==> config.mk <==
export PLATFORM = sky130hd
export DESIGN_NAME = uart_tx_fifo
export DESIGN_NICKNAME = d
export VERILOG_FILES = /design/src/rtl/uart_tx_fifo.sv
export SDC_FILE = /design/constraint.sdc
export NUM_CORES = 1
export LEC_CHECK = 0
export ABC_AREA = 0
export BUFFER_PORTS_ARGS = -buffer_cell sky130_fd_sc_hd__buf_2
export CAP_MARGIN = 25
export CELL_PAD_IN_SITES_DETAIL_PLACEMENT = 0
export CELL_PAD_IN_SITES_GLOBAL_PLACEMENT = 1
export CORE_MARGIN = 2
export CORE_UTILIZATION = 41
export DETAILED_ROUTE_END_ITERATION = 8
export GPL_TIMING_DRIVEN = 0
export HOLD_SLACK_MARGIN = 0.12
export PLACE_DENSITY_LB_ADDON = 0.1
export SLEW_MARGIN = 20
export SYNTH_ARGS = -nofsm -noshare
export SYNTH_HDL_FRONTEND = slang
export SYNTH_SLANG_ARGS = --single-unit
export TNS_END_PERCENT = 50
==> constraint.sdc <==
create_clock -name CLOCK_12M -period 3.66 [get_ports CLOCK_12M]
set_input_delay 0.732 -clock CLOCK_12M [delete_from_list [all_inputs] [get_ports CLOCK_12M]]
set_output_delay 0.732 -clock CLOCK_12M [all_outputs]
set_load 0.03 [all_outputs]
==> src/rtl/uart_tx_fifo.sv <==
// 8N1 UART transmitter fed by a small circular byte FIFO.
// The serial line is registered; a byte popped from idle waits one cycle before its start bit.
module uart_tx_fifo #(
  parameter int CLK_DIV    = 104,
  parameter int DEPTH_LOG2 = 2
) (
  input  logic                  CLOCK_12M,
  input  logic                  RESET_N,
  input  logic [7:0]            tx_data,
  input  logic                  tx_valid,
  output logic                  tx_ready,
  output logic                  tx,
  output logic                  busy,
  output logic [DEPTH_LOG2:0]   level
);

  localparam int              DEPTH = 1 << DEPTH_LOG2;
  localparam int              LW    = DEPTH_LOG2 + 1;
  localparam logic [LW-1:0]   FULL  = LW'(DEPTH);
  localparam logic [15:0]     LAST  = 16'(CLK_DIV - 1);

  typedef enum logic [1:0] {IDLE, START, DATA, STOP} state_t;

  state_t                state, state_nx;
  logic [15:0]           cnt, cnt_nx;
  logic [2:0]            bit_idx, bit_nx;
  logic [7:0]            shift, shift_nx;
  logic                  loaded, loaded_nx;
  logic                  tx_nx;
  logic [7:0]            mem [DEPTH];
  logic [DEPTH_LOG2-1:0] wr_ptr, rd_ptr;
  logic                  push, pop, last;

  assign tx_ready = (level != FULL) && RESET_N;
  assign push     = tx_valid && tx_ready;
  assign last     = (cnt == LAST);
  // A byte held in the shift register awaiting its start bit still counts as work.
  assign busy     = (state != IDLE) || loaded || (level != '0);

  always_comb begin
    state_nx  = state;
    cnt_nx    = cnt;
    bit_nx    = bit_idx;
    shift_nx  = shift;
    loaded_nx = loaded;
    pop       = 1'b0;
    unique case (state)
      IDLE: begin
        if (loaded) begin
          state_nx  = START;
          cnt_nx    = '0;
          loaded_nx = 1'b0;
        end else if (level != '0) begin
          pop       = 1'b1;
          shift_nx  = mem[rd_ptr];
          loaded_nx = 1'b1;
        end
      end
      START: begin
        if (last) begin
          cnt_nx   = '0;
          bit_nx   = '0;
          state_nx = DATA;
        end else begin
          cnt_nx = cnt + 16'd1;
        end
      end
      DATA: begin
        if (last) begin
          cnt_nx   = '0;
          shift_nx = {1'b0, shift[7:1]};
          if (bit_idx == 3'd7) state_nx = STOP;
          else                 bit_nx   = bit_idx + 3'd1;
        end else begin
          cnt_nx = cnt + 16'd1;
        end
      end
      STOP: begin
        if (last) begin
          cnt_nx = '0;
          // Chain straight into the next frame so queued bytes go out back-to-back.
          if (level != '0) begin
            pop      = 1'b1;
            shift_nx = mem[rd_ptr];
            state_nx = START;
          end else begin
            state_nx = IDLE;
          end
        end else begin
          cnt_nx = cnt + 16'd1;
        end
      end
    endcase

    unique case (state_nx)
      START:   tx_nx = 1'b0;
      DATA:    tx_nx = shift_nx[0];
      default: tx_nx = 1'b1;
    endcase
  end

  always_ff @(posedge CLOCK_12M) begin
    if (!RESET_N) begin
      state   <= IDLE;
      cnt     <= '0;
      bit_idx <= '0;
      loaded  <= 1'b0;
      tx      <= 1'b1;
      wr_ptr  <= '0;
      rd_ptr  <= '0;
      level   <= '0;
    end else begin
      state   <= state_nx;
      cnt     <= cnt_nx;
      bit_idx <= bit_nx;
      loaded  <= loaded_nx;
      tx      <= tx_nx;
      if (push) wr_ptr <= wr_ptr + 1'b1;
      if (pop)  rd_ptr <= rd_ptr + 1'b1;
      case ({push, pop})
        2'b10:   level <= level + 1'b1;
        2'b01:   level <= level - 1'b1;
        default: ;
      endcase
    end
  end

  always_ff @(posedge CLOCK_12M) begin
    if (push) mem[wr_ptr] <= tx_data;
    shift <= shift_nx;
  end

endmodule

==> results.toml, run 1 <==
[run_status]
status = "complete, no violations"

[detailed_routing]
totalWireLength_microns = 6110
drtIter0Drc = 73
wl_per_cell_microns = 14.4
drcViolationCount = 0
avgViaCountPerCell = 5.07
vias = 2151
final_antenna_net_count = 0
dr.pass1.iters = 4

[place]
gp_congestion = 0.731
port_buffers = 16
dp_hpwl_microns = 4300

[sta]
worstMarginPinSlew_ps = 711
relSlewSlack = 0.525
fin_worst_skew_ps = 12.2
period_minus_slack_ps = 3050
tns_ps = 0
worst_hold_slack_ps = 486
finalHoldViolCount = 0
setup_viol = 0
finalMaxSlewViolations = 0
fmax_mhz = 327
min_period_over_period = 0.834
rsz0062_at_grt = "no"

[logic_synthesis]
avgSynthCellArea_sq_um = 11.5
ys_ff_latch = 72
async_flop_share = 0
synth_area_leaders = "edfxtp_1, dfxtp_1, mux4_2"
synthFlopType = "edfxtp_1"
ys_seq_area_frac = 0.550
netlist.area_leader.share = 0.351
synthTopCellsByCount = "edfxtp_1, dfxtp_1, nor2_1"
synth_edf_count = 39
syn_area_sq_um = 3330
yosys_warnings = 0
synth.largest_area_cell = "edfxtp_1"
netlist_instances = 289
synth_nets = 315
synth_cell_types = 48
yosysMostFrequentCell = "edfxtp_1"

[cts]
cts_buffer_depth = 2
insertion_delay_ps = 350
post_cts_buffers = 0
cts_buffers = 9
cts_root_buf = "clkbuf_8"
cts_tree = "yes"
path_clk_slew_ps = 90
cts_max_level = 3
clock_sinks = 72
ctsHoldBuffers = 0
post_cts_resized = 0

[setup_path]
path_common_cell = "clkbuf_1"
end_kind = "primary output"
path_cells = "inv_1 -> ha_1 -> clkbuf_1 -> nor2b_1 -> clkbuf_1 -> nand2_1 -> buf_2"
startpoint_type = "register"
r2r_end = "level[2]$_SDFFE_PN0P_"
worstSetupPathType = "reg -> out"
cpPeakStageDelay_ps = 410
crit_path_start = "state[1]$_SDFF_PN0_"
crit_fanout = 10
rrSetupSlack_ps = 620
r2r_cells = 13
crit_buf_inv = 4
cp_top_family = "buffers and inverters"
r2r-start = "state[1]$_SDFF_PN0_"
worstPathRequired_ps = 2930
slowest_stage = "clkbuf_1"
arrival_ps = 2320

[floorplan]
dieHeight_microns = 94.2
coreArea_sq_um = 7810
dieArea_sq_um = 8870
fp-row-count = 32
ios = 17
die_x_microns = 94.2
start_util = 0.427

[final_layout]
postLayoutCoreUtil = 0.481
fin_nets = 343
drive_gt1_frac = 0.171
antenna_cells = 0
syn2layout_area_growth_pct = 12.7

[run]
drv_cap = 0

[global_routing]
grt_pass1_vias = 2094
grt_usage = 0.160
grt.overflow.total = 0
antenna_found_initial = 0
grt_max_degree = 16
grt_pass1_wl_microns = 10800

[min_path]
min_to = "cnt[1]$_SDFFE_PN0P_"
hold_depth = 2
hold_path_class = "reg -> reg"
hp-start = "cnt[1]$_SDFFE_PN0P_"

[power]
ir_drop_mv = 0.321
power_density_nw_per_um2 = 661
p_leak_nw = 1.32
-- worst max path at each step --
stage	endpoint	cells past startpoint
2_1_floorplan	level[2]$_SDFFE_PN0P_	10
3_3_place_gp	level[2]$_SDFFE_PN0P_	13
3_5_place_dp	level[2]$_SDFFE_PN0P_	11
4_1_cts	busy	7
5_1_grt	level[2]$_SDFFE_PN0P_	13
6_report	busy	7
-- cell type report --
cell class | instances | area, sq um
inverters | 14 | 52.6
clock inverters | 7 | 86.3
flip-flops and latches | 72 | 1830
repair buffers | 17 | 85.1
clock buffers | 9 | 124
multi-input cells | 194 | 1410
well taps | 102 | 128
plain buffers | 9 | 38.8
fillers | 738 | 4050
-- stage by stage --
stage | cells | instance area, sq um | power (W) | setup slack (ps)
after floorplan | 289 | 3330 | 0.00164 | 764
after global placement | 407 | 3540 | 0.00183 | 657
after detailed placement | 408 | 3550 | 0.00184 | 642
after CTS | 424 | 3760 | 0.00252 | 581
after global routing | 424 | 3760 | 0.00265 | 276
final | 424 | 3760 | 0.00248 | 606
-- metal layers --
metal	share of wire	routed length [microns]	GRT usage
met5	0	0	0
met1	0.51	3110	0.225
met2	0.44	2690	0.235
met4	0.016	95	0.0580
met3	0.034	208	0.0474
-- kinds of logic (layout without fill, tap and decap cells) --
group           count (synthesis)  after routing  share of synthesized area
compound gates                 39             39                     0.0717
xor+xnor                       18             18                     0.0473
fa+ha+maj                      15             15                     0.0586
buf+inv                        23             56                     0.0274
flops                          72             72                      0.550
mux                            16             16                     0.0785
simple gates                  106            106                      0.167
-- layout by cell type (no fill, tap or decap), types with 8 or more instances in the layout --
cell type	count
edfxtp_1	39
o21ai_0	11
a21oi_1	10
nand2_1	24
clkbuf_8	9
dfxtp_1	33
xnor2_1	12
mux4_2	8
inv_1	13
ha_1	14
nor2_1	31
buf_2	21
-- flip-flops by register name, indices dropped and copies added, names as in the netlist, named ones only --
signal / count
mem: 32
cnt: 16
shift: 8
bit_idx: 3
level: 3
rd_ptr: 2
state: 2
wr_ptr: 2
loaded: 1
tx: 1
-- power by group --
group          internal, W  total [W]  switching, W
combinational     0.000285   0.000759      0.000474
clock             0.000329   0.000670      0.000341
sequential        0.000991    0.00106     0.0000639
total              0.00161    0.00248      0.000879
-- tightest hold or removal path: cells and delay by family (launching register included) --
kind	cells	cell delay, ps
simple gates	1	60
compound gates	1	50
flops	1	330
(Power assumes the default switching activity.)
==> run 2: changes to the inputs <==
- ABC_AREA: 0 -> 1
- clock period: 3.66 -> 2.7 ns (I/O delays scaled with it)
==> run 2 against run 1 <==
Effect of this change:
- clock-buffer cell count stayed put
- routed wire length is 17% higher
- die area is 5.1% higher
- highest routed layer unchanged
- first-iteration DRC count is 6.8% higher
- critical path depth is 8 higher
- clock power is 44% higher
==> results.toml, run 2 <==
[run_status]
status = "complete, no violations"

[logic_synthesis]
synth_compound_area_frac = 0.118
async_flop_share = 0
synth_cell_types = 42
synth.largest_area_cell = "edfxtp_1"
yosys_warnings = 0
syn_area_sq_um = 3510
synth_nets = 413
ys_seq_area_frac = 0.522
synthTopCellsByCount = "nand2_1, inv_1, nor2_1"
synth_area_leaders = "edfxtp_1, dfxtp_1, nand2_1"
synthFlopType = "edfxtp_1"
synth-xor-area-share = 0.00499
synthAdderAreaFrac = 0.0556
synth_edf_count = 39
avgSynthCellArea_sq_um = 9.07
netlist_instances = 387
ys_ff_latch = 72
netlist.area_leader.share = 0.334
yosysMostFrequentCell = "nand2_1"
yosys.area_share.simple = 0.233
synth_top_family_by_area = "simple AND/OR/NAND/NOR gates"
synth_mux_area_frac = 0

[detailed_routing]
drcViolationCount = 0
avgViaCountPerCell = 4.87
totalWireLength_microns = 7120
dr.pass1.iters = 4
wl_per_cell_microns = 13.6
final_antenna_net_count = 0
drtIter0Drc = 78
vias = 2550

[sta]
worstMarginPinSlew_ps = 983
fin_worst_skew_ps = 14.9
setup_viol = 0
tns_ps = 0
finalHoldViolCount = 0
rsz0062_at_grt = "no"
period_minus_slack_ps = 2410
min_period_over_period = 0.891
fmax_mhz = 416
worst_hold_slack_ps = 405
finalMaxSlewViolations = 0
relSlewSlack = 0.339

[setup_path]
worstSetupPathType = "reg -> reg"
arrival_ps = 2640
r2r_cells = 15
startpoint_type = "register"
end_kind = "register"
crit_fanout = 7
worstPathRequired_ps = 2930

[cts]
ctsHoldBuffers = 0
post_cts_buffers = 0
cts_root_buf = "clkbuf_8"
clock_sinks = 72
path_clk_slew_ps = 90
insertion_delay_ps = 350
cts_buffers = 9
cts_max_level = 3
cts_tree = "yes"
cts_buffer_depth = 2

[final_layout]
largest_register_ffs = 32
top_regs = "mem (32), cnt (16), shift (8)"
drive_gt1_frac = 0.186
fin_nets = 440
final_cell_mix = "nand2_1, inv_1, nor2_1, edfxtp_1, dfxtp_1"
antenna_cells = 0
final_area_sq_um = 3960
syn2layout_area_growth_pct = 12.9
final_common_cell = "nand2_1"
largest-register = "mem"

[power]
p_sw_frac = 0.389
p_int_w = 0.00229
p_clk_frac = 0.258
p_leak_nw = 1.58
combPwrFrac = 0.358
ir_drop_mv = 0.632
power.switching_w = 0.00145
seq_power_share = 0.384
power_density_nw_per_um2 = 944
power_w = 0.00374

[floorplan]
fp-row-count = 33
ios = 17
start_util = 0.425
die_x_microns = 96.5
dieArea_sq_um = 9320
coreArea_sq_um = 8260
dieHeight_microns = 96.5

[min_path]
hold_depth = 1
hold_path_class = "in -> reg"

[run]
drv_cap = 0

[place]
dpl_cell_area_sq_um = 3720
port_buffers = 16
dp_hpwl_microns = 5010
gp_congestion = 0.787

[global_routing]
antenna_found_initial = 0
grt_max_degree = 15
grt.overflow.total = 0
grt_pass1_wl_microns = 12100
grt_usage = 0.171
grt_pass1_vias = 2502
run 2: changes by cell type in the layout (fill, tap and decap cells not counted), moves of 14 or more:
cell / change
inv_1: +31
nand2_1: +37
nand3_1: +16
o21ai_0: +16
a21oi_1: +14
run 2: logic make-up (layout without fill, tap and decap cells):
group | after synthesis | after routing
xor gates and xnor gates | 2 | 2
buffers and inverters | 60 | 92
DFF | 72 | 72
adders and majority gates | 15 | 15
and+or+nand+nor | 167 | 167
AOI/OAI and AO/OA | 71 | 71
run 2: metrics by stage:
stage               setup WS (ps)  std cells  utilization
floorplan                     100        387            -
global placement             8.96        508        0.451
detailed placement           36.6        508        0.451
CTS                          98.3        524        0.478
global route                 22.6        524        0.480
finish                        294        524        0.480
run 2: final cells by class:
cell class	instances	area, sq um
Fill cell	830	4300
Sequential cell	72	1830
Multi-Input combinational cell	255	1460
Inverter	52	196
Tap cell	105	131
Clock buffer	9	124
Clock inverter	7	101
Timing Repair Buffer	16	80.1
Buffer	8	37.5
run 2: routing by layer:
layer,routed length [microns],GRT usage
met1,3590,0.232
met2,3240,0.268
met5,0,0
met3,190,0.0450
met4,95,0.0563
run 2: final timing paths:
kind / start / end / slack, ps
worst min register to register: bit_idx[1]$_SDFFE_PN0P_ / bit_idx[1]$_SDFFE_PN0P_ / 470
worst max-delay path: state[0]$_SDFF_PN0_ / level[2]$_SDFFE_PN0P_ / 290
worst max register to register: state[0]$_SDFF_PN0_ / level[2]$_SDFFE_PN0P_ / 290
worst min-delay path: tx_data[3] / mem[3][3]$_DFFE_PP_ / 400
run 2: what timing repair did:
item / 4_1_cts / 5_1_grt
endpoints found under the hold margin: 0 / 0
resized for setup: 0 / 7
endpoints found under the setup margin: 0 / 1
run 2: power by group through the flow:
stage	Sequential, W	Combinational (W)	Clock, W
after floorplan	0.00149	0.000935	0
after global placement	0.00146	0.00132	0
after detailed placement	0.00146	0.00133	0
after CTS	0.00144	0.00134	0.000984
after global routing	0.00146	0.00155	0.00103
final	0.00144	0.00134	0.000965
run 2: critical path, cell delays in order, from the launching register on:
cell     delay, ps
dfxtp_1        350
inv_1          180
ha_4           200
inv_2           50
nor2_2         110
inv_2          100
nand2_2        110
nand2_2         80
inv_2           90
ha_1           140
inv_1           70
fa_1           370
a21oi_1        140
o21ai_0        110
o21ai_1        130
a21oi_1         50
==> run 3: changes to the inputs <==
- BUFFER_PORTS_ARGS: -buffer_cell sky130_fd_sc_hd__buf_2 -> unset
- DONT_BUFFER_PORTS: unset -> 1
- clock period: 2.7 -> 2 ns (I/O delays scaled with it)
==> run 3 against run 2 <==
Effect of this change:
- the flow now finishes with violations (negative setup slack)
- core utilization increased by 3.0 points
- cell count increased by 1.7%
- critical path depth increased by 1
- clock-buffer cell count unchanged
- clock power increased by 32%
- worst setup slack got worse by 400 ps
- hold slack got worse by 260 ps
- clock skew decreased by 6.8 ps
- routed wire length increased by 4.4%
- sequential power increased by 42%
- cell area increased by 6.3%
- non-clock buffer count increased by 9
- largest power group unchanged
==> results.toml, run 3 (same netlist as run 2, synthesis figures left out) <==
[run_status]
status = "finished, violations left"
violations = "negative setup slack"

[detailed_routing]
drtIter0Drc = 112
totalWireLength_microns = 7440
dr_wl_met3_microns = 282
drcViolationCount = 0
highest_layer = "met4"
wl_per_cell_microns = 14.0
wl_met2_microns = 3480
met1Wirelength_microns = 3540
avgViaCountPerCell = 5.03
dr.pass1.iters = 4
final_antenna_net_count = 0
vias = 2679

[sta]
worst_hold_slack_ps = 141
finalMaxSlewViolations = 0
tns_ps = -102
period_minus_slack_ps = 2100
worstMarginPinSlew_ps = 529
relSlewSlack = 0.647
setup_viol = 1
finalHoldViolCount = 0
fin_worst_skew_ps = 8.10
fmax_mhz = 476
rsz0062_at_grt = "yes"
final.setup.worst_slack_ps = -102
min_period_over_period = 1.05

[power]
power_w = 0.00535
ir_drop_mv = 0.711
power_density_nw_per_um2 = 1270
p_leak_nw = 1.67

[final_layout]
largest-register = "mem"
drive_gt1_frac = 0.273
largest_register_ffs = 32
final_common_cell = "nand2_1"
final_cell_mix = "nand2_1, inv_1, edfxtp_1, nor2_1"
nFillCells = 808
fin_nets = 449
regArea_sq_um = 1850
antenna_cells = 0
multi_input_area_sq_um = 1580
final_area_sq_um = 4210
postLayoutCoreUtil = 0.510
syn2layout_area_growth_pct = 20.0
top_regs = "mem (32), cnt (16), shift (8)"

[cts]
cts_buffer_depth = 2
clock_sinks = 72
cts_root_buf = "clkbuf_8"
cts_tree = "yes"
cts_max_level = 3
ctsHoldBuffers = 0
path_clk_slew_ps = 80
cts_buffers = 9
insertion_delay_ps = 350

[run]
drv_cap = 0

[setup_path]
startpoint_type = "register"
crit_fanout = 3
arrival_ps = 2350
slowest_stage = "fa_2"
cpPeakStageDelay_ps = 370
path_common_cell = "nand2_4"
end_kind = "register"
worstSetupPathType = "reg -> reg"
path_cells = "ha_4 -> nand2_4 -> inv_4 -> nand2_4 -> nor2_8 -> nand3_4 -> nand2_4 -> nand2_4 -> inv_4 -> ha_4 -> inv_4 -> fa_2 -> a21oi_2 -> o21ai_2 -> o21ai_1 -> a21oi_1"
worstPathRequired_ps = 2240

[floorplan]
start_util = 0.425
dieHeight_microns = 96.5
ios = 17
dieArea_sq_um = 9320
coreArea_sq_um = 8260
die_x_microns = 96.5
fp-row-count = 33

[global_routing]
grt_pass1_wl_microns = 12300
antenna_found_initial = 0
grt_usage = 0.176
grt_pass1_vias = 2544
grt.overflow.total = 0
grt_max_degree = 14

[place]
port_buffers = 0
dp_hpwl_microns = 5140
gp_congestion = 0.768
dpl_cell_area_sq_um = 3690

[min_path]
hold_path_class = "in -> reg"
==> run 3: cell count changes in the layout (fill, tap and decap cells not counted), moves of 3 or more <==
cell      previous run  this run
dfxtp_2              2         7
buf_2               22         5
inv_6                3         0
clkinv_4             0         3
dfxtp_4              0         3
nor2_2               1         7
inv_4                0         3
buf_4                0        26
nor2_1              43        36
inv_1               44        40
nand2_4              3         8
dfxtp_1             31        23
nand2_1             61        58
==> run 3: layer usage <==
layer	up-vias	global-route usage
li1	1371	-
met1	1259	0.238
met2	37	0.278
met3	12	0.0365
met4	0	0.0704
met5	-	0
==> run 3: what timing repair did <==
action / CTS / global route
setup endpoints to repair: 42 / 37
setup buffers: 9 / 16
pin swaps: 4 / 13
resized for setup: 16 / 22
==> run 3: final timing paths <==
| check | start | endpoint | slack [ps] | cells after the start |
|---|---|---|---|---|
| max | cnt[1]$_SDFFE_PN0P_ | level[2]$_SDFFE_PN0P_ | -100 | 16 |
| min | tx_data[4] | mem[3][4]$_DFFE_PP_ | 140 | 0 |
| max reg2reg | cnt[1]$_SDFFE_PN0P_ | level[2]$_SDFFE_PN0P_ | -100 | 16 |
| min reg2reg | bit_idx[1]$_SDFFE_PN0P_ | bit_idx[1]$_SDFFE_PN0P_ | 470 | 2 |
==> run 3: per-stage QoR <==
step | worst slack (ps) | instances
after floorplan | -75.5 | 387
after global placement | -597 | 492
after detailed placement | -660 | 492
after CTS | -162 | 517
after global routing | -231 | 533
final | -102 | 533
==> run 3: critical path: cells and delay by family, from the launching register on <==
| family | cells | cell delay, ps |
|---|---|---|
| adder cells (fa/ha/maj) | 3 | 650 |
| buffers and inverters | 3 | 170 |
| AND/OR/NAND/NOR | 6 | 440 |
| flip-flops | 1 | 360 |
| AO/OA/AOI/OAI | 4 | 390 |
==> run 3: cell type report <==
type / count / share of cell area
sequential: 72 / 0.440
multi-input combinational: 255 / 0.375
inverter: 52 / 0.0484
timing repair buffer: 25 / 0.0446
tap: 105 / 0.0312
clock buffer: 9 / 0.0294
clock inverter: 7 / 0.0229
buffer: 8 / 0.00950
==> run 3: power breakdown <==
part / switching, W / internal, W / leakage, nW
registers: 0.000203 / 0.00183 / 0.639
clock network: 0.000567 / 0.000704 / 0.113
logic: 0.00129 / 0.000751 / 0.916
